$ cat src/rtl/demux_1to4_reg_if.sv
// Handshake bus for the registered 1-to-4 demux: one producer stream in, four
// consumer channels out, each with its own valid/ack pair.
interface demux_1to4_reg_if #(
  parameter int unsigned ancho = 4
);
  logic [ancho-1:0] D;
  logic [1:0]       sel;
  logic             in_valid;
  logic             in_ready;
  logic [ancho-1:0] Y0;
  logic [ancho-1:0] Y1;
  logic [ancho-1:0] Y2;
  logic [ancho-1:0] Y3;
  logic [3:0]       vld;
  logic [3:0]       ack;

  modport master (
    output D, sel, in_valid, ack,
    input  in_ready, Y0, Y1, Y2, Y3, vld
  );

  modport slave (
    input  D, sel, in_valid, ack,
    output in_ready, Y0, Y1, Y2, Y3, vld
  );
endinterface

$ cat src/rtl/demux_1to4_reg.sv
// Registered 1-to-4 demultiplexer with per-channel holding registers and valid/ack.
// Define DEMUX_RR_EN to replace sel with a strict round-robin target pointer.
module demux_1to4_reg #(
  parameter int unsigned ancho = 4,
  parameter int unsigned CNT_W = 8
) (
  input  logic             clk,
  input  logic             rst_n,
  demux_1to4_reg_if.slave  bus,
  output logic [CNT_W-1:0] xfer_cnt
);

  logic [ancho-1:0] y_q [4];
  logic [ancho-1:0] y_d [4];
  logic [3:0]       vld_q, vld_d;
  logic [3:0]       wr;
  logic [CNT_W-1:0] cnt_q, cnt_d;
  logic [1:0]       tgt;
  logic             ready;
  logic             xfer;

`ifdef DEMUX_RR_EN
  logic [1:0] rr_q;
  logic       unused_sel;

  assign unused_sel = ^bus.sel;
  assign tgt        = rr_q;

  // Pointer only moves on an accepted word, so a full channel stalls the stream.
  always_ff @(posedge clk or negedge rst_n) begin
    if (!rst_n) begin
      rr_q <= 2'd0;
    end else if (xfer) begin
      rr_q <= rr_q + 2'd1;
    end
  end
`else
  assign tgt = bus.sel;
`endif

  // An ack on the target frees the slot in the same cycle (write-through).
  assign ready = ~vld_q[tgt] | bus.ack[tgt];
  assign xfer  = bus.in_valid & ready;

  always_comb begin
    wr = 4'b0000;
    if (xfer) begin
      wr[tgt] = 1'b1;
    end
    vld_d = (vld_q & ~bus.ack) | wr;
    cnt_d = cnt_q + {{(CNT_W-1){1'b0}}, xfer};
    for (int k = 0; k < 4; k++) begin
      y_d[k] = wr[k] ? bus.D : y_q[k];
    end
  end

  always_ff @(posedge clk or negedge rst_n) begin
    if (!rst_n) begin
      for (int k = 0; k < 4; k++) begin
        y_q[k] <= '0;
      end
      vld_q <= 4'b0000;
      cnt_q <= '0;
    end else begin
      for (int k = 0; k < 4; k++) begin
        y_q[k] <= y_d[k];
      end
      vld_q <= vld_d;
      cnt_q <= cnt_d;
    end
  end

  assign bus.in_ready = ready;
  assign bus.vld      = vld_q;
  assign bus.Y0       = y_q[0];
  assign bus.Y1       = y_q[1];
  assign bus.Y2       = y_q[2];
  assign bus.Y3       = y_q[3];
  assign xfer_cnt     = cnt_q;

endmodule

$ cat src/flat_wrapper.sv
// flat-port wrapper written by rule: the top's interface ports become plain ports
module demux_1to4_reg_flat 
#(
  parameter int unsigned ancho = 4,
  parameter int unsigned CNT_W = 8
)
  (clk, rst_n, xfer_cnt, bus_D, bus_sel, bus_in_valid, bus_ack, bus_in_ready, bus_Y0, bus_Y1, bus_Y2, bus_Y3, bus_vld);
  demux_1to4_reg_if #(.ancho(ancho)) bus_i ();
  input  logic clk;
  input  logic rst_n;
  output logic [CNT_W-1:0] xfer_cnt;
  input wire logic [$bits(bus_i.D)-1:0] bus_D;
  input wire logic [$bits(bus_i.sel)-1:0] bus_sel;
  input wire logic [$bits(bus_i.in_valid)-1:0] bus_in_valid;
  input wire logic [$bits(bus_i.ack)-1:0] bus_ack;
  output wire logic [$bits(bus_i.in_ready)-1:0] bus_in_ready;
  output wire logic [$bits(bus_i.Y0)-1:0] bus_Y0;
  output wire logic [$bits(bus_i.Y1)-1:0] bus_Y1;
  output wire logic [$bits(bus_i.Y2)-1:0] bus_Y2;
  output wire logic [$bits(bus_i.Y3)-1:0] bus_Y3;
  output wire logic [$bits(bus_i.vld)-1:0] bus_vld;
  assign bus_i.D = bus_D;
  assign bus_i.sel = bus_sel;
  assign bus_i.in_valid = bus_in_valid;
  assign bus_i.ack = bus_ack;
  assign bus_in_ready = bus_i.in_ready;
  assign bus_Y0 = bus_i.Y0;
  assign bus_Y1 = bus_i.Y1;
  assign bus_Y2 = bus_i.Y2;
  assign bus_Y3 = bus_i.Y3;
  assign bus_vld = bus_i.vld;
  demux_1to4_reg #(.ancho(ancho), .CNT_W(CNT_W)) u_core (.clk(clk), .rst_n(rst_n), .bus(bus_i), .xfer_cnt(xfer_cnt));
endmodule
$ cat config.mk
export PLATFORM = sky130hd
export DESIGN_NAME = demux_1to4_reg_flat
export DESIGN_NICKNAME = d
export VERILOG_FILES = /design/src/rtl/demux_1to4_reg_if.sv /design/src/rtl/demux_1to4_reg.sv /design/src/flat_wrapper.sv
export SDC_FILE = /design/constraint.sdc
export NUM_CORES = 1
export LEC_CHECK = 0
export BUFFER_PORTS_ARGS = -buffer_cell sky130_fd_sc_hd__buf_2
export CELL_PAD_IN_SITES_DETAIL_PLACEMENT = 1
export CELL_PAD_IN_SITES_GLOBAL_PLACEMENT = 1
export CORE_UTILIZATION = 35
export DETAILED_ROUTE_END_ITERATION = 8
export GPL_TIMING_DRIVEN = 0
export PLACE_DENSITY = 0.73
export SYNTH_ARGS = -nofsm -noshare
export SYNTH_HDL_FRONTEND = slang
export SYNTH_SLANG_ARGS = --single-unit
$ cat constraint.sdc
create_clock -name clk -period 4.1 [get_ports clk]
set_clock_uncertainty 0.05 [all_clocks]
set_input_delay 0.205 -clock clk [delete_from_list [all_inputs] [get_ports clk]]
set_output_delay 0.205 -clock clk [all_outputs]
set_load 0.05 [all_outputs]
Word level (Yosys, flattened, before mapping)
Index checks and enable logic that the tools add are counted.
{ "word_totals": {"romBits": 0, "reg_bits": 28, "wordCells": 23, "out_inout_bits": 29, "mem_bits_rw": 0, "n_memories": 0, "latchBits": 0, "inputBits": 13} }
{ "classes": {"n_mux": 7, "eq_ne": 0, "add_sub_neg": 1, "n_shift": 0, "n_lt_le_gt_ge": 2, "bitwise": 6, "n_reduce_logical": 1, "n_mul": 0, "n_div": 0} }
{ "op_table": {"columns": ["operator", "n"], "rows": [
  ["adder 8 x 1 -> 8 bit", 1],
  ["AND 4 bit", 1],
  ["binary-select mux 1 bit (select 2 bit)", 2],
  ["two-way mux 4 bit", 1],
  ["NOT 4 bit", 1],
  ["OR 4 bit", 1],
  ["less-than comparator 2 x 3 -> 1 bit, second input constant", 1],
  ["two-way mux 1 bit", 3],
  ["demux 1 bit (select 2 bit)", 1],
  ["greater-or-equal comparator 2 x 1 -> 1 bit, second input constant", 1],
  ["AND 1 bit", 1],
  ["logical AND 1 bit", 1],
  ["NOT 1 bit", 1],
  ["OR 1 bit", 1]
]} }

Longest topological paths before layout
Gate-level depths: netlist of run 1.
{ "logic_depth": {"ltp_word": 7, "ltp_mapped": 7, "depth_no_buf": 7} }

Worst setup path before layout of run 1
No wires, ideal clock.
{ "synth_path": {"path_type": "reg-to-reg", "start": "register u_core.vld_q[1], in the netlist u_core.bus.vld[1]", "end": "register u_core.cnt_q[4], in the netlist u_core.xfer_cnt[4]", "period_less_slack_ps": 2388, "setup_ps": 141, "slack_ps": 1712, "n_path_buf": 0, "t_required_ps": 3909, "stages_incl_launch_ff": 8, "t_arrival_ps": 2197, "cell_sequence": "dfrtp_1 > nand2b_1 > mux4_2 > and2_1 > ha_1 > ha_1 > nand3_1 > xnor2_1"} }
{ "synth_between": {"elab_chain_cells": 6} }
{ "synth_lines": {"columns": ["element", "line_no", "rtl"], "rows": [
  ["start, declared", "demux_1to4_reg.sv:15", "logic [3:0] vld_q, vld_d;"],
  ["start signal, assigned", "demux_1to4_reg.sv:68", "vld_q <= vld_d;"],
  ["binary-select mux 1 bit (select 2 bit)", "demux_1to4_reg.sv:42", "assign ready = ~vld_q[tgt] | bus.ack[tgt];"],
  ["two-way mux 1 bit (not written as such)", "demux_1to4_reg.sv:42", null],
  ["NOT 1 bit", "demux_1to4_reg.sv:42", null],
  ["OR 1 bit", "demux_1to4_reg.sv:42", null],
  ["named net bus_in_ready", "flat_wrapper.sv:16", "output wire logic [$bits(bus_i.in_ready)-1:0] bus_in_ready;"],
  ["AND 1 bit", "demux_1to4_reg.sv:43", "assign xfer = bus.in_valid & ready;"],
  ["adder 8 x 1 -> 8 bit", "demux_1to4_reg.sv:51", "cnt_d = cnt_q + {{(CNT_W-1){1'b0}}, xfer};"],
  ["named net u_core.cnt_d[4]", "demux_1to4_reg.sv:17", "logic [CNT_W-1:0] cnt_q, cnt_d;"],
  ["end signal, assigned", "demux_1to4_reg.sv:69", "cnt_q <= cnt_d;"],
  ["end, declared", "demux_1to4_reg.sv:17", null]
]} }
The timed path passes the listed nets, and every way through them passes these cells. The select of a mux whose other input is x is not followed.
A chain may end at the register's enable or synchronous reset.

Worst setup path in the final report of run 1
{ "layout_path": {"start": "register u_core.vld_q[1], in the netlist u_core.bus.vld[1]", "end": "register u_core.cnt_q[4], in the netlist u_core.xfer_cnt[4]"} }
{ "layout_between": {"elab_chain_cells": 6} }
{ "layout_lines": {"columns": ["element", "line_no"], "rows": [
  ["binary-select mux 1 bit (select 2 bit)", "demux_1to4_reg.sv:42"],
  ["two-way mux 1 bit (not written as such)", "demux_1to4_reg.sv:42"],
  ["NOT 1 bit", "demux_1to4_reg.sv:42"],
  ["OR 1 bit", "demux_1to4_reg.sv:42"],
  ["AND 1 bit", "demux_1to4_reg.sv:43"],
  ["adder 8 x 1 -> 8 bit", "demux_1to4_reg.sv:51"],
  ["named net u_core.cnt_d[4]", "demux_1to4_reg.sv:17"]
]} }
The timed path passes the listed nets, and every way through them passes these cells. The select of a mux whose other input is x is not followed.

==> results of run 1 <==
flip-flops by register name, indices dropped and copies added, names as in the netlist:
register / flops
u_core.bus.Y0: 4
u_core.bus.Y1: 4
u_core.bus.Y2: 4
u_core.bus.Y3: 4
u_core.bus.vld: 4
u_core.xfer_cnt: 8
cells by family (layout without fill, tap and decap cells):
logic type	after synthesis	in the layout	share of synthesized area, %
buf+inv	1	47	0.958
xor+xnor	6	6	4.47
fa+ha+maj	2	2	2.13
simple gates	23	23	13.8
flops	28	28	59.6
mux	17	17	18.5
compound gates	1	1	0.426
final timing paths:
kind | startpoint | endpoint | slack (ps) | cells past startpoint
max reg2reg | u_core.bus.vld[1]$_DFF_PN0_ | u_core.xfer_cnt[4]$_DFF_PN0_ | 2170 | 7
max | u_core.bus.vld[1]$_DFF_PN0_ | u_core.xfer_cnt[4]$_DFF_PN0_ | 2170 | 7
max in group asynchronous | rst_n | u_core.bus.vld[2]$_DFF_PN0_ | 3240 | 2
min | bus_D[2] | u_core.bus.Y1[2]$_DFFE_PN0P_ | 100 | 2
min reg2reg | u_core.xfer_cnt[7]$_DFF_PN0_ | u_core.xfer_cnt[7]$_DFF_PN0_ | 430 | 1
min in group asynchronous | rst_n | u_core.xfer_cnt[4]$_DFF_PN0_ | 350 | 2
cell usage after synthesis:
library cell  instances
dfrtp_1              28
mux2_2               10
nand3_1               6
xnor2_1               5
mux2_4                4
nand2_1               4
nand2b_1              3
and3_1                2
ha_1                  2
mux2_1                2
and2_1                1
and3_4                1
buf_6                 1
mux4_2                1
nand2_2               1
nand2b_4              1
nand3b_1              1
nor2b_2               1
nor2b_4               1
nor3b_4               1
o21ai_0               1
xor2_1                1
layout make-up:
type	count	area share [%]
well taps	44	3.72
repair buffers	42	14.5
flip-flops and latches	28	47.3
plain buffers	1	0.760
clock buffers	4	2.45
multi-input cells	49	31.3
per-stage QoR:
stage,cell area [sq um],setup slack [ps],std cells
floorplan,1170,1710,78
global placement,1440,2150,163
detailed placement,1440,2130,163
CTS,1480,2140,168
global route,1480,2040,168
finish,1480,2170,168
metal layers:
layer | global-route usage [%] | up-vias
met2 | 23.7 | 27
met4 | 4.98 | 0
met3 | 4.98 | 2
met1 | 18.8 | 391
li1 | - | 360
met5 | 0 | -
critical path: stages (launching register included):
cell and delay [ps]:
dfrtp_1 370, nand2b_1 100, mux4_2 490, and2_1 180, ha_1 220, ha_1 240
nand3_1 110, xnor2_1 120
cells in the final DEF (no fill, tap or decap), types with 2 or more instances in the layout:
cell       n
dfrtp_1   28
clkbuf_4   3
nand3_1    6
and3_1     2
nand2_1    4
mux2_1     2
buf_2     41
mux2_2    10
nand2b_1   3
mux2_4     4
ha_1       2
xnor2_1    5
power by group through the flow:
stage / clock network [mW] / registers [mW] / logic, mW
6_report: 0.132 / 0.394 / 0.429
2_1_floorplan: 0 / 0.635 / 0.0855
3_5_place_dp: 0 / 0.402 / 0.433
3_3_place_gp: 0 / 0.396 / 0.424
5_1_grt: 0.149 / 0.404 / 0.454
4_1_cts: 0.139 / 0.396 / 0.434
==> run summary, run 1 <==
Status - completed
Register area share after synthesis - 59.6%
Port Buffers - 41
Crit path kind - reg -> reg
Number of max-cap violations - 0
Hold buffer count at CTS - 1
Setup TNS Final - 0 ps
Crit start category - flip-flop
Worst-path clk slew - 150 ps
Synth top area cells - dfrtp_1 60%, mux2_2 9.6%, mux2_4 5.1%, xnor2_1 3.7%, nand3_1 2.6%
Final Core Density - 47.4%
Sw Share - 46.6%
Pleak - 0.736 nW
Synth unique cells - 22
CP Max Fanout - 4
Total GRT Usage - 14.8%
Longest Clk Path Bufs - 2
CTS Sinks - 28
DRT met1 WL - 954 um
H-tree levels - 1
Initial core utilization - 37.6%
Routed wl met3 - 135 um
Synth Warn # - 0
Storage element area - 701 sq um
Yosys top cell area share - 59.6%
Combinational Power Share - 44.9%
Die X - 59.9 um
Root Driver - clkbuf_4
First-pass GRT wire length - 3.83 mm
Period utilisation layout - 47.1%
Total gr overflow - 0
#FFs+latches synth - 28
Final min period - 1930 ps
Cell Int Power - 0.509 mW
WHS - 97.6 ps
Pin slew with the least headroom to its limit - 603 ps
Avg Cell Area, Syn - 15.1 sq um
Combined area of the multi-input logic cells - 463 sq um
Layout cells sized above 1 - 54.0%
VDD IR max - 304 uV
DRC Markers - 0
Post-CTS Resized - 0
Area added between synthesis and finish - 26.1%
I/O pin cnt - 42
Core area - 3130 sq um
Synthesized area - 1170 sq um
Met2 Routed Length - 1.14 mm
DRT antenna net count - 0
RSZ-0062 raised after global routing - no
Hold/Removal Path Class - in -> reg
Fmax - 518 MHz
Mapped Cells - 78
CTS buffer count - 3
Highest routed layer - met4
Routed vias - 780
Via density - 4.64
Per-cell routed wire length - 13.3 um
Clock share of power - 13.8%
Max-slew violations - 0
Synth Net Count - 93
Worst setup EP type - flip-flop
Switch Pwr - 0.445 mW
Cell accounting for the most synthesized area - dfrtp_1
Postcts setup bufs - 0
Crit path DAT - 2150 ps
Filler cell count - 355
Final setup fails - 0
Rel. slew slack - 59.8%
Fin nets - 140
Routed WL - 2.24 mm
DR pass1 iterations - 2
Flop pwr share - 41.3%
Final hold violation count - 0
Worst path required time - 4320 ps
Die Ht - 59.9 um
Vias in the first global route - 841
Initial antenna violation count - 0
DR iter-0 viols - 10
Power after layout - 0.954 mW
Final HPWL DP - 1.83 mm
Pin count of the biggest net entering global routing - 29
# rows - 20
RePlAce Congestion - 0.746
Full die area - 3590 sq um
N_diodes - 0
PwrDens - 644 nW/um^2
CTS tree - yes
Clk_lat worst skew - 330 ps
No activity file was read; power rests on OpenSTA's default activity.
==> inputs of run 2 (changes only) <==
--- a/config.mk
+++ b/config.mk
@@ -5,13 +5,14 @@
 export SDC_FILE = /design/constraint.sdc
 export NUM_CORES = 1
 export LEC_CHECK = 0
+export ABC_AREA = 1
 export BUFFER_PORTS_ARGS = -buffer_cell sky130_fd_sc_hd__buf_2
 export CELL_PAD_IN_SITES_DETAIL_PLACEMENT = 1
 export CELL_PAD_IN_SITES_GLOBAL_PLACEMENT = 1
-export CORE_UTILIZATION = 35
+export CORE_UTILIZATION = 33
 export DETAILED_ROUTE_END_ITERATION = 8
 export GPL_TIMING_DRIVEN = 0
-export PLACE_DENSITY = 0.73
+export PLACE_DENSITY = 0.75
 export SYNTH_ARGS = -nofsm -noshare
 export SYNTH_HDL_FRONTEND = slang
 export SYNTH_SLANG_ARGS = --single-unit
==> constraint.sdc (replaced) <==
create_clock -name clk -period 1.7 [get_ports clk]
set_clock_uncertainty 0.05 [all_clocks]
set_input_delay 0.085 -clock clk [delete_from_list [all_inputs] [get_ports clk]]
set_output_delay 0.085 -clock clk [all_outputs]
set_load 0.05 [all_outputs]
==> run summary, run 2 <==
Pleak - 0.893 nW (was 0.736 nW)
Power after layout - 2.60 mW (was 0.954 mW)
Failing checks - setup timing
GR Util met2 - 31.2% (was 23.7%)
EDFF count, synth - 0 (unchanged)
DR pass1 iterations - 2 (unchanged)
Final Core Density - 47.7% (was 47.4%)
Synthesized area - 1280 sq um (was 1170 sq um)
Port Buffers - 40 (was 41)
Crit start category - flip-flop (unchanged)
Most common cell after layout, fill and taps aside - nand2_1 (was buf_2)
Die X - 64.3 um (was 59.9 um)
Area added between synthesis and finish - 37.5% (was 26.1%)
DRT antenna net count - 0 (unchanged)
Rel. slew slack - 58.7% (was 59.8%)
Flop2flop setup slack - -10 ps (was 2170 ps)
Buf+Inv Stages, Crit Path - 0 (unchanged)
Total GRT Usage - 18.1% (was 14.8%)
Most common library cells after synthesis - 46 x nand2_1, 28 x dfrtp_1, 17 x nand4_1 (was 28 x dfrtp_1, 10 x mux2_2, 6 x nand3_1)
CP cell instances - nand2_1 > nand2_2 > nand2_2 > nand2_2 > a21boi_2 > ha_2 > ha_4 > nand3_4 > nor2_4 > xor2_1 (was nand2b_1 > mux4_2 > and2_1 > ha_1 > ha_1 > nand3_1 > xnor2_1)
Most frequent cells in the layout - 41 x nand2_1, 38 x buf_2, 24 x dfrtp_1 (was 41 x buf_2, 28 x dfrtp_1, 10 x mux2_2)
Worst setup EP type - flip-flop (unchanged)
Longest Clk Path Bufs - 2 (unchanged)
Worst-path clk slew - 100 ps (was 150 ps)
Pin count of the biggest net entering global routing - 29 (unchanged)
Final min period - 1710 ps (was 1930 ps)
Worst path required time - 1860 ps (was 4320 ps)
Synth Net Count - 148 (was 93)
Core area - 3690 sq um (was 3130 sq um)
Initial core utilization - 34.7% (was 37.6%)
RePlAce Congestion - 0.823 (was 0.746)
Placement Cell Area - 1570 sq um (was 1440 sq um)
Via density - 4.85 (was 4.64)
Design area - 1760 sq um (was 1480 sq um)
Per-cell routed wire length - 14.9 um (was 13.3 um)
Final worst setup slack - -11.4 ps (was 2170 ps)
DR iter-0 viols - 28 (was 10)
PwrDens - 1480 nW/um^2 (was 644 nW/um^2)
Clk_lat worst skew - 280 ps (was 330 ps)
Most frequent cell after synthesis - nand2_1 (was dfrtp_1)
CP Max Fanout - 3 (was 4)
Cell accounting for the most synthesized area - dfrtp_1 (unchanged)
Vias in the first global route - 1180 (was 841)
Met1 global-route usage - 22.2% (was 18.8%)
Max reg flops - 8 (unchanged)
CTS buffer count - 3 (unchanged)
Met3 usage - 2.14% (was 4.98%)
WHS - 48.5 ps (was 97.6 ps)
#FFs+latches synth - 28 (unchanged)
Number of max-cap violations - 0 (unchanged)
Fin nets - 197 (was 140)
CP top delay family - simple AND/OR/NAND/NOR gates (was multiplexers)
Max-slew violations - 0 (unchanged)
Fmax - 584 MHz (was 518 MHz)
Filler cell count - 449 (was 355)
Full die area - 4130 sq um (was 3590 sq um)
Final HPWL DP - 2.42 mm (was 1.83 mm)
Total gr overflow - 0 (unchanged)
# rows - 22 (was 20)
Final setup fails - 1 (was 0)
Crit path kind - reg -> reg (unchanged)
Root Driver - clkbuf_8 (was clkbuf_4)
Mapped Cells - 133 (was 78)
Hold/Removal Path Class - in -> reg (unchanged)
Synth top area cells - dfrtp_1 55%, nand2_1 14%, nand4_1 8.3%, nand3_4 4.1%, nand3_1 2.3% (was dfrtp_1 60%, mux2_2 9.6%, mux2_4 5.1%, xnor2_1 3.7%, nand3_1 2.6%)
Synth unique cells - 22 (unchanged)
CTS Sinks - 28 (unchanged)
Register area share after synthesis - 54.8% (was 59.6%)
Dpl ws - -39.9 ps (was 2130 ps)
Layout cells sized above 1 - 39.8% (was 54.0%)
Global routing's busiest layer - met2 (unchanged)
H-tree levels - 1 (unchanged)
Status - finished with violations (was completed)
Die Ht - 64.3 um (was 59.9 um)
CTS tree - yes (unchanged)
Initial antenna violation count - 0 (unchanged)
RSZ-0062 raised after global routing - yes (was no)
Yosys top cell area share - 54.8% (was 59.6%)
Final hold violation count - 0 (unchanged)
Period utilisation layout - 101% (was 47.1%)
Ys async rst share - 100% (unchanged)
First-pass GRT wire length - 5.67 mm (was 3.83 mm)
Synth Warn # - 0 (unchanged)
I/O pin cnt - 42 (unchanged)
Crit path DAT - 1870 ps (was 2150 ps)
Crit-path slowest cell - dfrtp_2 (was mux4_2)
Routed vias - 1111 (was 780)
VDD IR max - 525 uV (was 304 uV)
Avg Cell Area, Syn - 9.61 sq um (was 15.1 sq um)
Primary FF master, synth - dfrtp_1 (unchanged)
N_diodes - 0 (unchanged)
DRC Markers - 0 (unchanged)
Slowest Stage Delay on Critical Path - 420 ps (was 490 ps)
Pin slew with the least headroom to its limit - 619 ps (was 603 ps)
CP most frequent cell - nand2_2 (was ha_1)
Routed WL - 3.41 mm (was 2.24 mm)
==> run 2: timing repair <==
action,4_1_cts,5_1_grt
pin swaps,5,9
buffers inserted,1,1
endpoints found under the setup margin,3,6
hold buffers,5,0
resized for setup,6,12
hold endpoints to repair,32,0
==> run 2: area by class of cell <==
| class | instances | area (sq um) | area share [%] |
|---|---|---|---|
| Buffer | 4 | 31.3 | 1.78 |
| Clock buffer | 3 | 41.3 | 2.35 |
| Clock inverter | 1 | 30.0 | 1.71 |
| Inverter | 7 | 26.3 | 1.49 |
| Multi-Input combinational cell | 93 | 602 | 34.2 |
| Sequential cell | 28 | 706 | 40.1 |
| Tap cell | 48 | 60.1 | 3.42 |
| Timing Repair Buffer | 45 | 262 | 14.9 |
==> run 2: per-stage QoR <==
| stage | setup TNS, ps | std cells |
|---|---|---|
| 4_1_cts | -61.5 | 231 |
| 2_1_floorplan | -59.9 | 133 |
| 6_report | -11.4 | 229 |
| 3_5_place_dp | -51.8 | 221 |
| 3_3_place_gp | 0 | 221 |
| 5_1_grt | -285 | 229 |
==> run 2: where the power goes <==
part           switching, mW  internal (mW)
sequential             0.165          0.825
combinational          0.818          0.267
clock                  0.212          0.316
==> run 2: logic make-up after synthesis <==
| kind of cell | share of synthesized area, % |
|---|---|
| flops | 54.8 |
| simple gates | 31.9 |
| xor+xnor | 4.11 |
| compound gates | 2.15 |
| buf+inv | 5.09 |
| fa+ha+maj | 1.96 |
==> run 2: worst reg2reg max path, delay by kind of cell, from the launching register on <==
family	cells	cell delay (ps)
flops	1	420
compound gates	1	150
fa+ha+maj	2	400
simple gates	6	500
xor+xnor	1	140
==> run 2: worst paths after layout <==
path,from,end,cells after the start
setup / recovery,u_core.bus.vld[2]$_DFF_PN0_,u_core.xfer_cnt[6]$_DFF_PN0_,10
hold / removal,bus_D[2],u_core.bus.Y0[2]$_DFFE_PN0P_,3
setup reg to reg,u_core.bus.vld[2]$_DFF_PN0_,u_core.xfer_cnt[6]$_DFF_PN0_,10
hold reg to reg,u_core.bus.Y0[3]$_DFFE_PN0P_,u_core.bus.Y0[3]$_DFFE_PN0P_,2
max in group asynchronous,rst_n,u_core.bus.vld[1]$_DFF_PN0_,2
min in group asynchronous,rst_n,u_core.xfer_cnt[2]$_DFF_PN0_,2
==> run 2: routing by layer <==
| metal | wire length, um | vias up |
|---|---|---|
| li1 | - | 537 |
| met1 | 1490 | 538 |
| met2 | 1720 | 30 |
| met3 | 115 | 6 |
| met4 | 74 | 0 |
| met5 | 0 | - |
==> inputs of run 3 (changes only) <==
--- a/config.mk
+++ b/config.mk
@@ -9,10 +9,11 @@
 export BUFFER_PORTS_ARGS = -buffer_cell sky130_fd_sc_hd__buf_2
 export CELL_PAD_IN_SITES_DETAIL_PLACEMENT = 1
 export CELL_PAD_IN_SITES_GLOBAL_PLACEMENT = 1
-export CORE_UTILIZATION = 33
+export CORE_UTILIZATION = 35
 export DETAILED_ROUTE_END_ITERATION = 8
+export GPL_ROUTABILITY_DRIVEN = 0
 export GPL_TIMING_DRIVEN = 0
-export PLACE_DENSITY = 0.75
+export PLACE_DENSITY = 0.76
 export SYNTH_ARGS = -nofsm -noshare
 export SYNTH_HDL_FRONTEND = slang
 export SYNTH_SLANG_ARGS = --single-unit
==> constraint.sdc (replaced) <==
create_clock -name clk -period 2 [get_ports clk]
set_clock_uncertainty 0.05 [all_clocks]
set_input_delay 0.1 -clock clk [delete_from_list [all_inputs] [get_ports clk]]
set_output_delay 0.1 -clock clk [all_outputs]
set_load 0.05 [all_outputs]
==> run summary, run 3 (synthesized netlist as in run 2, its figures left out) <==
H-tree levels - 1 (unchanged)
Longest Clk Path Bufs - 2 (unchanged)
Final min period - 1820 ps (was 1710 ps)
Combined area of the multi-input logic cells - 513 sq um (was 602 sq um)
Pleak - 0.882 nW (was 0.893 nW)
Fmax - 550 MHz (was 584 MHz)
Critical R2R Launch - u_core.bus.vld[3]$_DFF_PN0_ (was u_core.bus.vld[2]$_DFF_PN0_)
Most frequent cells in the layout - 46 x nand2_1, 41 x buf_2, 28 x dfrtp_1 (was 41 x nand2_1, 38 x buf_2, 24 x dfrtp_1)
Max reg flops - 8 (unchanged)
Most common cell after layout, fill and taps aside - nand2_1 (unchanged)
Total GRT Usage - 17.3% (was 18.1%)
Full die area - 3900 sq um (was 4130 sq um)
Per-cell routed wire length - 13.1 um (was 14.9 um)
CTS tree - yes (unchanged)
Routed vias - 1128 (was 1111)
Hold/Removal Path Class - in -> reg (unchanged)
Initial core utilization - 37.4% (was 34.7%)
Filler cell count - 421 (was 449)
Layout cells sized above 1 - 29.9% (was 39.8%)
Via density - 4.90 (was 4.85)
Worst-path clk slew - 150 ps (was 100 ps)
Worst setup EP type - flip-flop (unchanged)
Vias in the first global route - 1135 (was 1180)
Period utilisation layout - 90.9% (was 101%)
Final HPWL DP - 2.38 mm (was 2.42 mm)
Crit path DAT - 2030 ps (was 1870 ps)
# rows - 21 (was 22)
Max-slew violations - 0 (unchanged)
Final hold violation count - 0 (unchanged)
N_diodes - 0 (unchanged)
DR pass1 iterations - 4 (was 2)
Die X - 62.4 um (was 64.3 um)
Flop2flop setup slack - 180 ps (was -10 ps)
Area added between synthesis and finish - 28.5% (was 37.5%)
Final setup fails - 0 (was 1)
Total gr overflow - 0 (unchanged)
DRC Markers - 0 (unchanged)
Core area - 3420 sq um (was 3690 sq um)
Postcts setup bufs - 0 (was 1)
Storage element area - 701 sq um (was 706 sq um)
Clk_lat worst skew - 330 ps (was 280 ps)
Port Buffers - 40 (unchanged)
I/O pin cnt - 42 (unchanged)
CP endpoint - u_core.xfer_cnt[6]$_DFF_PN0_ (unchanged)
Rel. slew slack - 58.8% (was 58.7%)
Reg2reg path depth - 10 (unchanged)
Die Ht - 62.4 um (was 64.3 um)
Power after layout - 1.96 mW (was 2.60 mW)
DR iter-0 viols - 30 (was 28)
PwrDens - 1190 nW/um^2 (was 1480 nW/um^2)
First-pass GRT wire length - 5.32 mm (was 5.67 mm)
Worst setup path start - u_core.bus.vld[3]$_DFF_PN0_ (was u_core.bus.vld[2]$_DFF_PN0_)
R2R Path End - u_core.xfer_cnt[6]$_DFF_PN0_ (unchanged)
Number of max-cap violations - 0 (unchanged)
CP Max Fanout - 3 (unchanged)
Worst path required time - 2210 ps (was 1860 ps)
Root Driver - clkbuf_4 (was clkbuf_8)
CTS Sinks - 28 (unchanged)
Routed WL - 3.02 mm (was 3.41 mm)
Pin slew with the least headroom to its limit - 619 ps (about the same)
CTS buffer count - 3 (unchanged)
Status - completed (was finished with violations)
Pin count of the biggest net entering global routing - 29 (unchanged)
Crit path kind - reg -> reg (unchanged)
Crit start category - flip-flop (unchanged)
RSZ-0062 raised after global routing - no (was yes)
Setup TNS Final - 0 ps (was -11.4 ps)
Initial antenna violation count - 0 (unchanged)
VDD IR max - 445 uV (was 525 uV)
Fin nets - 200 (was 197)
DRT antenna net count - 0 (unchanged)
[run 3: changes by cell type in the layout (fill, tap and decap cells not counted), sizes merged]
cell,change
buf,+1
dlygate4sd3,+2
bufinv,-1
clkbuf,+1
[run 3: final cells by class]
type / count / share of cell area, %
Inverter: 7 / 1.60
Multi-Input combinational cell: 93 / 31.2
Sequential cell: 28 / 42.7
Tap cell: 46 / 3.50
Timing Repair Buffer: 47 / 16.5
Clock buffer: 4 / 2.21
Buffer: 5 / 2.36
[run 3: worst min path at each step]
stage | slack, ps | cells after the start | from | end
final | 10 | 3 | bus_D[3] | u_core.bus.Y0[3]$_DFFE_PN0P_
after global routing | 9 | 3 | bus_D[3] | u_core.bus.Y0[3]$_DFFE_PN0P_
after CTS | 10 | 3 | bus_D[3] | u_core.bus.Y0[3]$_DFFE_PN0P_
after detailed placement | 110 | 1 | rst_n | u_core.xfer_cnt[2]$_DFF_PN0_
after global placement | 90 | 1 | rst_n | u_core.xfer_cnt[3]$_DFF_PN0_
after floorplan | -250 | 0 | rst_n | u_core.bus.Y0[0]$_DFFE_PN0P_
[run 3: per-stage QoR]
step	utilization, %	hold slack [ps]	setup WS, ps	cell area [sq um]	std cells
floorplan	-	-246	112	1280	133
global placement	45.0	89.7	234	1540	219
detailed placement	45.0	106	195	1540	219
CTS	48.1	11.2	147	1640	230
global route	48.1	9.11	11.2	1640	230
finish	48.1	12.6	182	1640	230
[run 3: repair_timing]
item                      4_1_cts  5_1_grt
gates resized for setup         0        0
hold endpoints to repair       34        0
hold buffers                    7        0
[run 3: worst max-delay path: stages (launching register included)]
cell and delay, ps:
dfrtp_1 430, nand2_1 80, nand2_1 50, nand2_1 50
nand2_1 70, a21boi_0 210, ha_1 200, ha_1 180
nand3_1 130, nor2_1 140, xor2_1 160
[run 3: metal layers]
| metal | vias up | share of wire [%] | track usage (%) |
|---|---|---|---|
| met5 | - | 0 | 0 |
| li1 | 546 | - | - |
| met1 | 547 | 45 | 21.0 |
| met2 | 30 | 50 | 31.1 |
| met4 | 0 | 1.1 | 5.23 |
| met3 | 5 | 3.8 | 2.74 |
[run 3: power breakdown]
group / total (mW) / leakage (nW) / internal (mW) / switching [mW]
clock: 0.277 / 0.0210 / 0.111 / 0.166
combinational: 0.873 / 0.509 / 0.201 / 0.672
sequential: 0.806 / 0.353 / 0.699 / 0.107
total: 1.96 / 0.882 / 1.01 / 0.945
